==> config.mk <==
export PLATFORM = sky130hd
export DESIGN_NAME = mc_control_unit
export DESIGN_NICKNAME = d
export VERILOG_FILES = /design/src/rtl/mc_control_unit.sv
export SDC_FILE = /design/constraint.sdc
export NUM_CORES = 1
export LEC_CHECK = 0
export BUFFER_PORTS_ARGS = -buffer_cell sky130_fd_sc_hd__buf_4
export CAP_MARGIN = 20
export CORE_MARGIN = 4
export CORE_UTILIZATION = 39
export CTS_CLUSTER_SIZE = 40
export DETAILED_ROUTE_END_ITERATION = 7
export PLACE_DENSITY = 0.65
export RECOVER_POWER = 100
export SETUP_SLACK_MARGIN = 0.2
export SKIP_CTS_REPAIR_TIMING = 1
export SYNTH_ARGS = -nofsm -noshare
export SYNTH_HDL_FRONTEND = slang
export SYNTH_SLANG_ARGS = --single-unit
==> constraint.sdc <==
create_clock -name clk -period 1.8 [get_ports clk]
set_input_delay 0.09 -clock clk [delete_from_list [all_inputs] [get_ports clk]]
set_output_delay 0.09 -clock clk [all_outputs]
set_load 0.03 [all_outputs]
==> src/rtl/mc_control_unit.sv <==
// Multi-cycle MIPS control unit: FETCH/DECODE/EXEC/MEM/WB sequencer with memory timeout and sticky trap.
// Optional performance counters are enabled by defining MC_PERF_COUNTERS_EN.
module mc_control_unit #(
  parameter int unsigned MEM_TIMEOUT = 16,
  parameter int unsigned TO_W        = 8,
  parameter int unsigned CNT_W       = 32
) (
  input  logic             clk,
  input  logic             rst_n,
  input  logic [5:0]       opcode,
  input  logic             mem_ready,
  output logic             mem_req,
  output logic             i_or_d,
  output logic             ir_write,
  output logic             pc_write,
  output logic [1:0]       pc_src,
  output logic             branch,
  output logic             branch_ne,
  output logic             regDst,
  output logic             memRead,
  output logic             memWrite,
  output logic [2:0]       ALUop,
  output logic             ALUsrc,
  output logic             regWrite,
  output logic             link,
  output logic             byteOperations,
  output logic             move,
  output logic             trap,
  output logic [1:0]       trap_cause,
  output logic [2:0]       state
`ifdef MC_PERF_COUNTERS_EN
  ,
  output logic [CNT_W-1:0] cycle_count,
  output logic [CNT_W-1:0] instr_count
`endif
);

  if (CNT_W == 0 || TO_W == 0 || 64'(MEM_TIMEOUT) >= (64'd1 << TO_W)) begin : g_bad_params
    $error("mc_control_unit: TO_W too narrow for MEM_TIMEOUT, or zero-width counter");
  end

  typedef enum logic [2:0] {
    S_FETCH  = 3'd0,
    S_DECODE = 3'd1,
    S_EXEC   = 3'd2,
    S_MEM    = 3'd3,
    S_WB     = 3'd4,
    S_TRAP   = 3'd7
  } state_t;

  localparam logic [5:0] OP_R    = 6'b000000;
  localparam logic [5:0] OP_ADDI = 6'b000010;
  localparam logic [5:0] OP_SUBI = 6'b000011;
  localparam logic [5:0] OP_ANDI = 6'b000100;
  localparam logic [5:0] OP_ORI  = 6'b000101;
  localparam logic [5:0] OP_SLTI = 6'b000111;
  localparam logic [5:0] OP_LW   = 6'b001000;
  localparam logic [5:0] OP_LB   = 6'b001001;
  localparam logic [5:0] OP_SW   = 6'b010000;
  localparam logic [5:0] OP_SB   = 6'b010001;
  localparam logic [5:0] OP_MOVE = 6'b100000;
  localparam logic [5:0] OP_BEQ  = 6'b100011;
  localparam logic [5:0] OP_BNE  = 6'b100111;
  localparam logic [5:0] OP_J    = 6'b111000;
  localparam logic [5:0] OP_JAL  = 6'b111001;

  localparam bit            TO_EN    = (MEM_TIMEOUT != 0);
  localparam logic [TO_W-1:0] TO_LIMIT = TO_W'((MEM_TIMEOUT == 0) ? 32'd0 : MEM_TIMEOUT - 32'd1);

  function automatic logic op_legal(input logic [5:0] op);
    case (op)
      OP_R, OP_ADDI, OP_SUBI, OP_ANDI, OP_ORI, OP_SLTI,
      OP_LW, OP_LB, OP_SW, OP_SB,
      OP_MOVE, OP_BEQ, OP_BNE, OP_J, OP_JAL: return 1'b1;
      default:                               return 1'b0;
    endcase
  endfunction

  function automatic logic [2:0] alu_op_of(input logic [5:0] op);
    case (op)
      OP_R:                              return 3'b111;
      OP_ADDI, OP_LW, OP_LB, OP_SW, OP_SB: return 3'b101;
      OP_SUBI, OP_BEQ, OP_BNE:           return 3'b110;
      OP_SLTI:                           return 3'b100;
      OP_ORI:                            return 3'b001;
      default:                           return 3'b000;
    endcase
  endfunction

  state_t          state_q, state_d;
  logic [5:0]      op_q;
  logic [TO_W-1:0] wait_q;
  logic [1:0]      cause_q, cause_d;
  logic            wait_en, timeout_hit;
  logic            is_load, is_store, is_byte, is_branch, is_imm_src;

  assign is_load    = (op_q == OP_LW) || (op_q == OP_LB);
  assign is_store   = (op_q == OP_SW) || (op_q == OP_SB);
  assign is_byte    = (op_q == OP_LB) || (op_q == OP_SB);
  assign is_branch  = (op_q == OP_BEQ) || (op_q == OP_BNE);
  assign is_imm_src = is_load || is_store || (op_q == OP_ADDI) || (op_q == OP_SUBI) ||
                      (op_q == OP_ANDI) || (op_q == OP_ORI) || (op_q == OP_SLTI);

  assign wait_en     = ((state_q == S_FETCH) || (state_q == S_MEM)) && !mem_ready;
  assign timeout_hit = TO_EN && wait_en && (wait_q == TO_LIMIT);

  assign state      = state_q;
  assign trap       = (state_q == S_TRAP);
  assign trap_cause = cause_q;

  always_ff @(posedge clk) begin
    if (!rst_n) begin
      state_q <= S_FETCH;
      op_q    <= '0;
      wait_q  <= '0;
      cause_q <= '0;
    end else begin
      state_q <= state_d;
      // IR is written at the end of FETCH, so the opcode is captured while leaving DECODE
      if (state_q == S_DECODE) op_q <= opcode;
      if (state_d != state_q)  wait_q <= '0;
      else if (wait_en)        wait_q <= wait_q + TO_W'(1);
      if (state_d == S_TRAP && state_q != S_TRAP) cause_q <= cause_d;
    end
  end

  always_comb begin
    state_d        = state_q;
    cause_d        = 2'b00;
    mem_req        = 1'b0;
    i_or_d         = 1'b0;
    ir_write       = 1'b0;
    pc_write       = 1'b0;
    pc_src         = 2'b00;
    branch         = 1'b0;
    branch_ne      = 1'b0;
    regDst         = 1'b0;
    memRead        = 1'b0;
    memWrite       = 1'b0;
    ALUop          = 3'b000;
    ALUsrc         = 1'b0;
    regWrite       = 1'b0;
    link           = 1'b0;
    byteOperations = 1'b0;
    move           = 1'b0;
    case (state_q)
      S_FETCH: begin
        mem_req = 1'b1;
        memRead = 1'b1;
        ALUop   = 3'b101;
        if (mem_ready) begin
          ir_write = 1'b1;
          pc_write = 1'b1;
          state_d  = S_DECODE;
        end else if (timeout_hit) begin
          state_d = S_TRAP;
          cause_d = 2'b10;
        end
      end
      S_DECODE: begin
        if (!op_legal(opcode)) begin
          state_d = S_TRAP;
          cause_d = 2'b01;
        end else if (opcode == OP_J || opcode == OP_JAL) begin
          pc_write = 1'b1;
          pc_src   = 2'b10;
          regWrite = (opcode == OP_JAL);
          link     = (opcode == OP_JAL);
          state_d  = S_FETCH;
        end else begin
          state_d = S_EXEC;
        end
      end
      S_EXEC: begin
        ALUop  = alu_op_of(op_q);
        ALUsrc = is_imm_src;
        if (is_branch) begin
          branch    = 1'b1;
          pc_src    = 2'b01;
          branch_ne = (op_q == OP_BNE);
          state_d   = S_FETCH;
        end else if (is_load || is_store) begin
          state_d = S_MEM;
        end else begin
          state_d = S_WB;
        end
      end
      S_MEM: begin
        mem_req        = 1'b1;
        i_or_d         = 1'b1;
        memRead        = is_load;
        memWrite       = is_store;
        byteOperations = is_byte;
        if (mem_ready) begin
          state_d = is_load ? S_WB : S_FETCH;
        end else if (timeout_hit) begin
          state_d = S_TRAP;
          cause_d = 2'b10;
        end
      end
      S_WB: begin
        regWrite = 1'b1;
        regDst   = (op_q == OP_R);
        memRead  = is_load;
        move     = (op_q == OP_MOVE);
        state_d  = S_FETCH;
      end
      S_TRAP:  state_d = S_TRAP;
      default: state_d = S_FETCH;
    endcase
  end

`ifdef MC_PERF_COUNTERS_EN
  always_ff @(posedge clk) begin
    if (!rst_n) begin
      cycle_count <= '0;
      instr_count <= '0;
    end else if (state_q != S_TRAP) begin
      cycle_count <= cycle_count + CNT_W'(1);
      if (state_d == S_FETCH && state_q != S_FETCH) instr_count <= instr_count + CNT_W'(1);
    end
  end
`endif

endmodule
; Yosys cells after proc, flatten, opt, wreduce, memory -nomap -nowiden
; Memory sizes are Yosys's and may differ from the RTL's.
; Index checks and enable logic that the tools add are counted.
[classes]
add_sub_neg = 1
muxes = 41
n_reduce_logical = 23
bitwise = 1
eq_ne = 23
[ops]
columns = cell, n
row1 = 6-bit == test (second input constant), 5
row2 = 3-bit one-hot mux with 5 select lines, 2
row3 = 1-bit two-way mux, 21
row4 = 3-bit two-way mux, 7
row5 = 6-bit by 3-bit == test with 1-bit output (second input constant), 3
row6 = 6-bit by 2-bit == test with 1-bit output (second input constant), 2
row7 = 6-bit by 4-bit == test with 1-bit output (second input constant), 2
row8 = 6-bit by 5-bit == test with 1-bit output (second input constant), 2
row9 = 1-bit logical OR, 12
row10 = 2-bit two-way mux, 5
row11 = 3-bit == test (second input constant), 3
row12 = 8-bit by 1-bit adder with 8-bit output (second input constant), 1
row13 = 8-bit by 4-bit == test with 1-bit output (second input constant), 1
row14 = 2-bit one-hot mux with 2 select lines, 2
row15 = 3-bit by 2-bit == test with 1-bit output (second input constant), 2
row16 = 6-bit zero test, 1
row17 = 1-bit one-hot mux with 2 select lines, 3
row18 = 3-bit one-hot mux with 2 select lines, 1
row19 = 2-bit OR reduction, 3
row20 = 5-bit OR reduction, 1
row21 = 3-bit by 1-bit == test with 1-bit output (second input constant), 1
row22 = 1-bit logical AND, 3
row23 = 3-bit zero test, 1
row24 = 3-bit != test, 1
row25 = other kinds (4), 4
[word_totals]
regBits = 19
rom_bits = 64
wordCells = 94
n_memories = 1
[memory_table]
columns = name, depth, width, rd, rd_clocked_by_memory_dff, wr, line_no
row1 = (no name shown), 64, 1, 1, 0, 0, 71  ; case (op)

; Longest topological paths before layout
[depth]
word_depth = 9
ltp_mapped = 8
mapped_depth_nobuf = 8

; Worst setup path after synthesis
; No wires, ideal clock.
[synth_timing]
kind = reg2out
start = register state_q[0], in the netlist state[0]
end = output pc_write
required_ns = 1.710
path_buffers = 2
path_slack_ns = -0.799
arrival_ns = 2.509
stages_incl_launch_ff = 8
cell_sequence = dfxtp_1 > buf_6 > and2b_1 > and2b_1 > buf_4 > and3b_1 > nor3b_1 > or2_1
[synth_via]
elab_chain_len = 2
word_cells_on_any_way = 3
classes_between = 1 x eq/ne / 1 x mux / 1 x reduce/logical
[synth_lines]
columns = item, line_no
row1 = "start, declared", 90  ; state_t state_q, state_d;
row2 = "start signal, assigned", 118  ; state_q <= state_d;
row3 = 3-bit by 1-bit == test with 1-bit output or 3-bit zero test (tied branches), 146  ; case (state_q)
row4 = 1-bit one-hot mux with 2 select lines *, 146
row5 = "end, declared", 15  ; output logic pc_write,
; Mark *: on every way between the ends. The rest lies on a longest branch, timed or not.

; Worst setup path in the final report
[layout_timing]
start = register state_q[2], in the netlist state[2]
end = output pc_write
; The elaborated chain is that of the path after synthesis.

==> parameters.txt <==
Parameter                              Value

STA
  Max-slew headroom ... 0.688
  Post-route clock period utilization ... 1.02
  Setup repair after global routing missed its margin ... yes
  Achievable clock frequency ... between 500 and 600 MHz
  Number of hold violations in the final report ... 0
  Min cycle time layout ... about 1800 ps
  Final count of negative-setup-slack endpoints ... 2
  PnR worst setup slack ... -37.6 ps
  Clk_skew ... 0.805 ps
  Post-Route Setup TNS ... -38.9 ps
  Pins Over Slew Limit ... 0
  Slew at the pin closest to its max-slew limit ... approximately 470 ps

Detailed routing
  DR DRC count ... 0
  Avg WL per Cell ... between 15 and 20 um
  Iter 0 DRT Violations ... slightly above 90
  Total number of vias ... 1671
  Routed via count divided by cell count ... 5.46
  Total wire length ... around 4600 um
  Post-DRT Antenna Nets ... 0
  First drt pass iteration count ... 4

Clock tree
  # H-tree levels ... 1
  Number of buffers on the longest clock path ... 2
  Clk sinks ... 19
  Latest clock arrival within the worst-skew pair ... 250 ps
  Clk slew on worst S/H paths ... 70 ps
  CTS tree ... done
  Number of buffers added by the clock tree synthesis step ... 3
  Cell at the root of the clock tree ... sky130_fd_sc_hd__clkbuf_8

Floorplan
  Area enclosed by the die boundary ... between 5000 and 6000 um2
  Num ports ... 34
  Number of cell rows ... 22
  Horizontal die dimension ... a little over 70 um
  Die boundary height ... ~71 um
  Placeable core region ... roughly 3800 um2
  Starting utilization of the core area ... 0.414

Synthesis
  Post-Syn Area ... 1560 um2
  Largest cells by area after synthesis ... sky130_fd_sc_hd__dfxtp_1 (24%), sky130_fd_sc_hd__nor2_1 (7.7%), sky130_fd_sc_hd__mux2i_1 (5.1%)
  Async set-reset flop share out of synthesis ... 0
  Area share of the largest cell type after synthesis ... 0.244
  Main flop type after synthesis ... sky130_fd_sc_hd__dfxtp_1
  Number of flip-flops and latches in the synthesized netlist ... 19
  Yosys Warn Count ... 0
  Synthesized net count ... 209
  Post-synth cell types ... 52
  Register area share after synthesis ... 0.244
  Gate count of the mapped netlist ... 195
  Number of flops mapped to enable cells by yosys ... 0
  Mean instance size in the synthesized netlist ... 8.01 um2
  Cell taking the most area after synthesis ... sky130_fd_sc_hd__dfxtp_1

Cells and area
  Core Util, Final ... 0.665
  Area growth syn-to-layout ... 60.5%
  Net count of the finished layout ... approximately 270
  Top library cells by usage in the layout, fill and taps aside ... sky130_fd_sc_hd__buf_4 (53), sky130_fd_sc_hd__nor2_1 (21), sky130_fd_sc_hd__buf_6 (15), sky130_fd_sc_hd__nor2_2 (9), sky130_fd_sc_hd__nand2_1 (9)
  Most frequent standard cell in the layout excluding fill and tap cells ... sky130_fd_sc_hd__buf_4
  Number of inserted diodes ... 0
  Fill cell count ... approximately 290
  Ratio of cells with drive above 1 in the final layout ... 0.558

Worst setup path
  Worst Setup End Kind ... output pin
  Register-to-register setup slack ... 100 ps
  Depth of the worst register-to-register path ... 7
  Start-to-end type of the worst setup path ... register to output pin
  Crit Reg-Reg Startpoint ... wait_q[0]
  Data arrival time of the critical path ... 1750 ps
  Destination of the worst register-to-register timing path ... wait_q[0]
  Startpoint type of the worst setup path ... register
  CP Max Fanout ... 4
  Crit path from ... state[2]
  Worst path required time ... roughly 1700 ps
  Critical path capture point ... pc_write

Power
  Leakage power ... between 1 and 1.5 nW
  Sequential group share of total power ... 0.213
  Clock share of power ... 0.110
  Areal power density over the cells ... approximately 1100 nW/um2
  Proportion of total power due to net switching ... 0.450
  Cell-internal power ... about 1.5 mW
  Net switching power of the design ... between 1 and 1.5 mW
  Gate power share ... 0.677
  Worst-case vdd ir drop ... ~0.76 mV

Global route
  Pin count of the biggest net entering global routing ... 19
  First-pass GRT wire length ... approximately 7300 um
  Vias in the first global route ... between 1500 and 2000
  All-layer global routing usage ... 0.174
  Grt ovf ... 0
  Antenna violations before repair ... 0

Outcome
  Result of the run ... finished with violations
  Failing checks ... negative setup slack

Placed design
  Sum of net half-perimeters after detailed placement ... between 3000 and 4000 um
  Last weighted congestion value of the routability-driven placer ... between 0.8 and 0.9
  Number of port buffers ... 33

Flow run
  Number of max-cap violations ... 0

Min path
  Worst min-delay path category ... input pin to register
-- power groups by stage --
| stage | clock, mW | sequential (mW) | combinational (mW) |
|---|---|---|---|
| after global placement | 0 | 0.596 | 1.38 |
| after CTS | 0.295 | 0.586 | 1.40 |
| after global routing | 0.321 | 0.576 | 1.93 |
| final | 0.293 | 0.566 | 1.80 |
| after detailed placement | 0 | 0.595 | 1.39 |
| after floorplan | 0 | 0.566 | 1.01 |
-- synthesized netlist by cell type (all sizes together), types with 2 or more instances --
cell    instances
a31oi           5
clkbuf          4
nor4            2
nor3b           2
ha              5
nor2b           2
dfxtp          19
a32oi           2
buf             9
xnor2           2
and2            9
and3            4
nand4           6
nor4b           2
a21oi          11
and2b           2
and3b           2
o21ai           7
nor3            7
nand2          13
a21o            2
nand3           2
xor2            8
inv             6
mux2i           8
nor4bb          8
nand2b          2
nand4b          2
nor2           32
-- cell families after synthesis --
group                    share of synthesized area
AO/OA/AOI/OAI                                0.175
buffers and inverters                       0.0665
XOR/XNOR                                    0.0561
multiplexers                                0.0513
flip-flops                                   0.244
adder cells (fa/ha/maj)                     0.0401
AND/OR/NAND/NOR                              0.368
-- area by class of cell --
class / count / area (um2) / area share
Clock buffer: 4 / 45.0 / 0.0180
Tap cell: 48 / 60.1 / 0.0240
Timing Repair Buffer: 72 / 609 / 0.243
Inverter: 6 / 22.5 / 0.00899
Multi-Input combinational cell: 157 / 1360 / 0.541
Sequential cell: 19 / 414 / 0.165
-- registers in the layout (all words and copies together) (netlist names) --
| signal | flops |
|---|---|
| op_q | 6 |
| trap_cause | 2 |
| state | 3 |
| wait_q | 8 |
-- through the flow --
| stage | power, mW | setup WS (ps) | hold WS (ps) | cells | cell area (um2) |
|---|---|---|---|---|---|
| 6_report | 2.66 | -37.6 | 101 | 306 | 2510 |
| 3_5_place_dp | 1.99 | -34.7 | 367 | 287 | 2060 |
| 4_1_cts | 2.28 | -139 | 102 | 291 | 2110 |
| 3_3_place_gp | 1.98 | 40.7 | 366 | 287 | 2060 |
| 2_1_floorplan | 1.58 | -89.7 | 213 | 195 | 1670 |
| 5_1_grt | 2.82 | -83.3 | 104 | 306 | 2510 |
-- critical path, stage by stage, from the launching register on --
cell,delay [ps]
sky130_fd_sc_hd__dfxtp_4,350
sky130_fd_sc_hd__and2b_1,190
sky130_fd_sc_hd__and2b_2,220
sky130_fd_sc_hd__and3b_2,230
sky130_fd_sc_hd__nor3b_4,150
sky130_fd_sc_hd__or2_4,220
sky130_fd_sc_hd__buf_6,130
-- routing by layer --
metal  wire length [um]  vias to the layer above  track usage
li1                   -                      833            -
met1               2120                      788        0.265
met2               2180                       46        0.260
met3                286                        4       0.0295
met4                 22                        0       0.0251
met5                  0                        -            0
-- how the worst min path moves through the flow --
stage / cells past startpoint / from / slack (ps) / endpoint
2_1_floorplan: 1 / rst_n / 210 / state[1]
3_3_place_gp: 2 / rst_n / 370 / state[1]
3_5_place_dp: 2 / rst_n / 370 / state[1]
4_1_cts: 2 / rst_n / 100 / state[1]
5_1_grt: 2 / rst_n / 100 / state[1]
6_report: 2 / rst_n / 100 / state[1]
(Power assumes the default switching activity.)
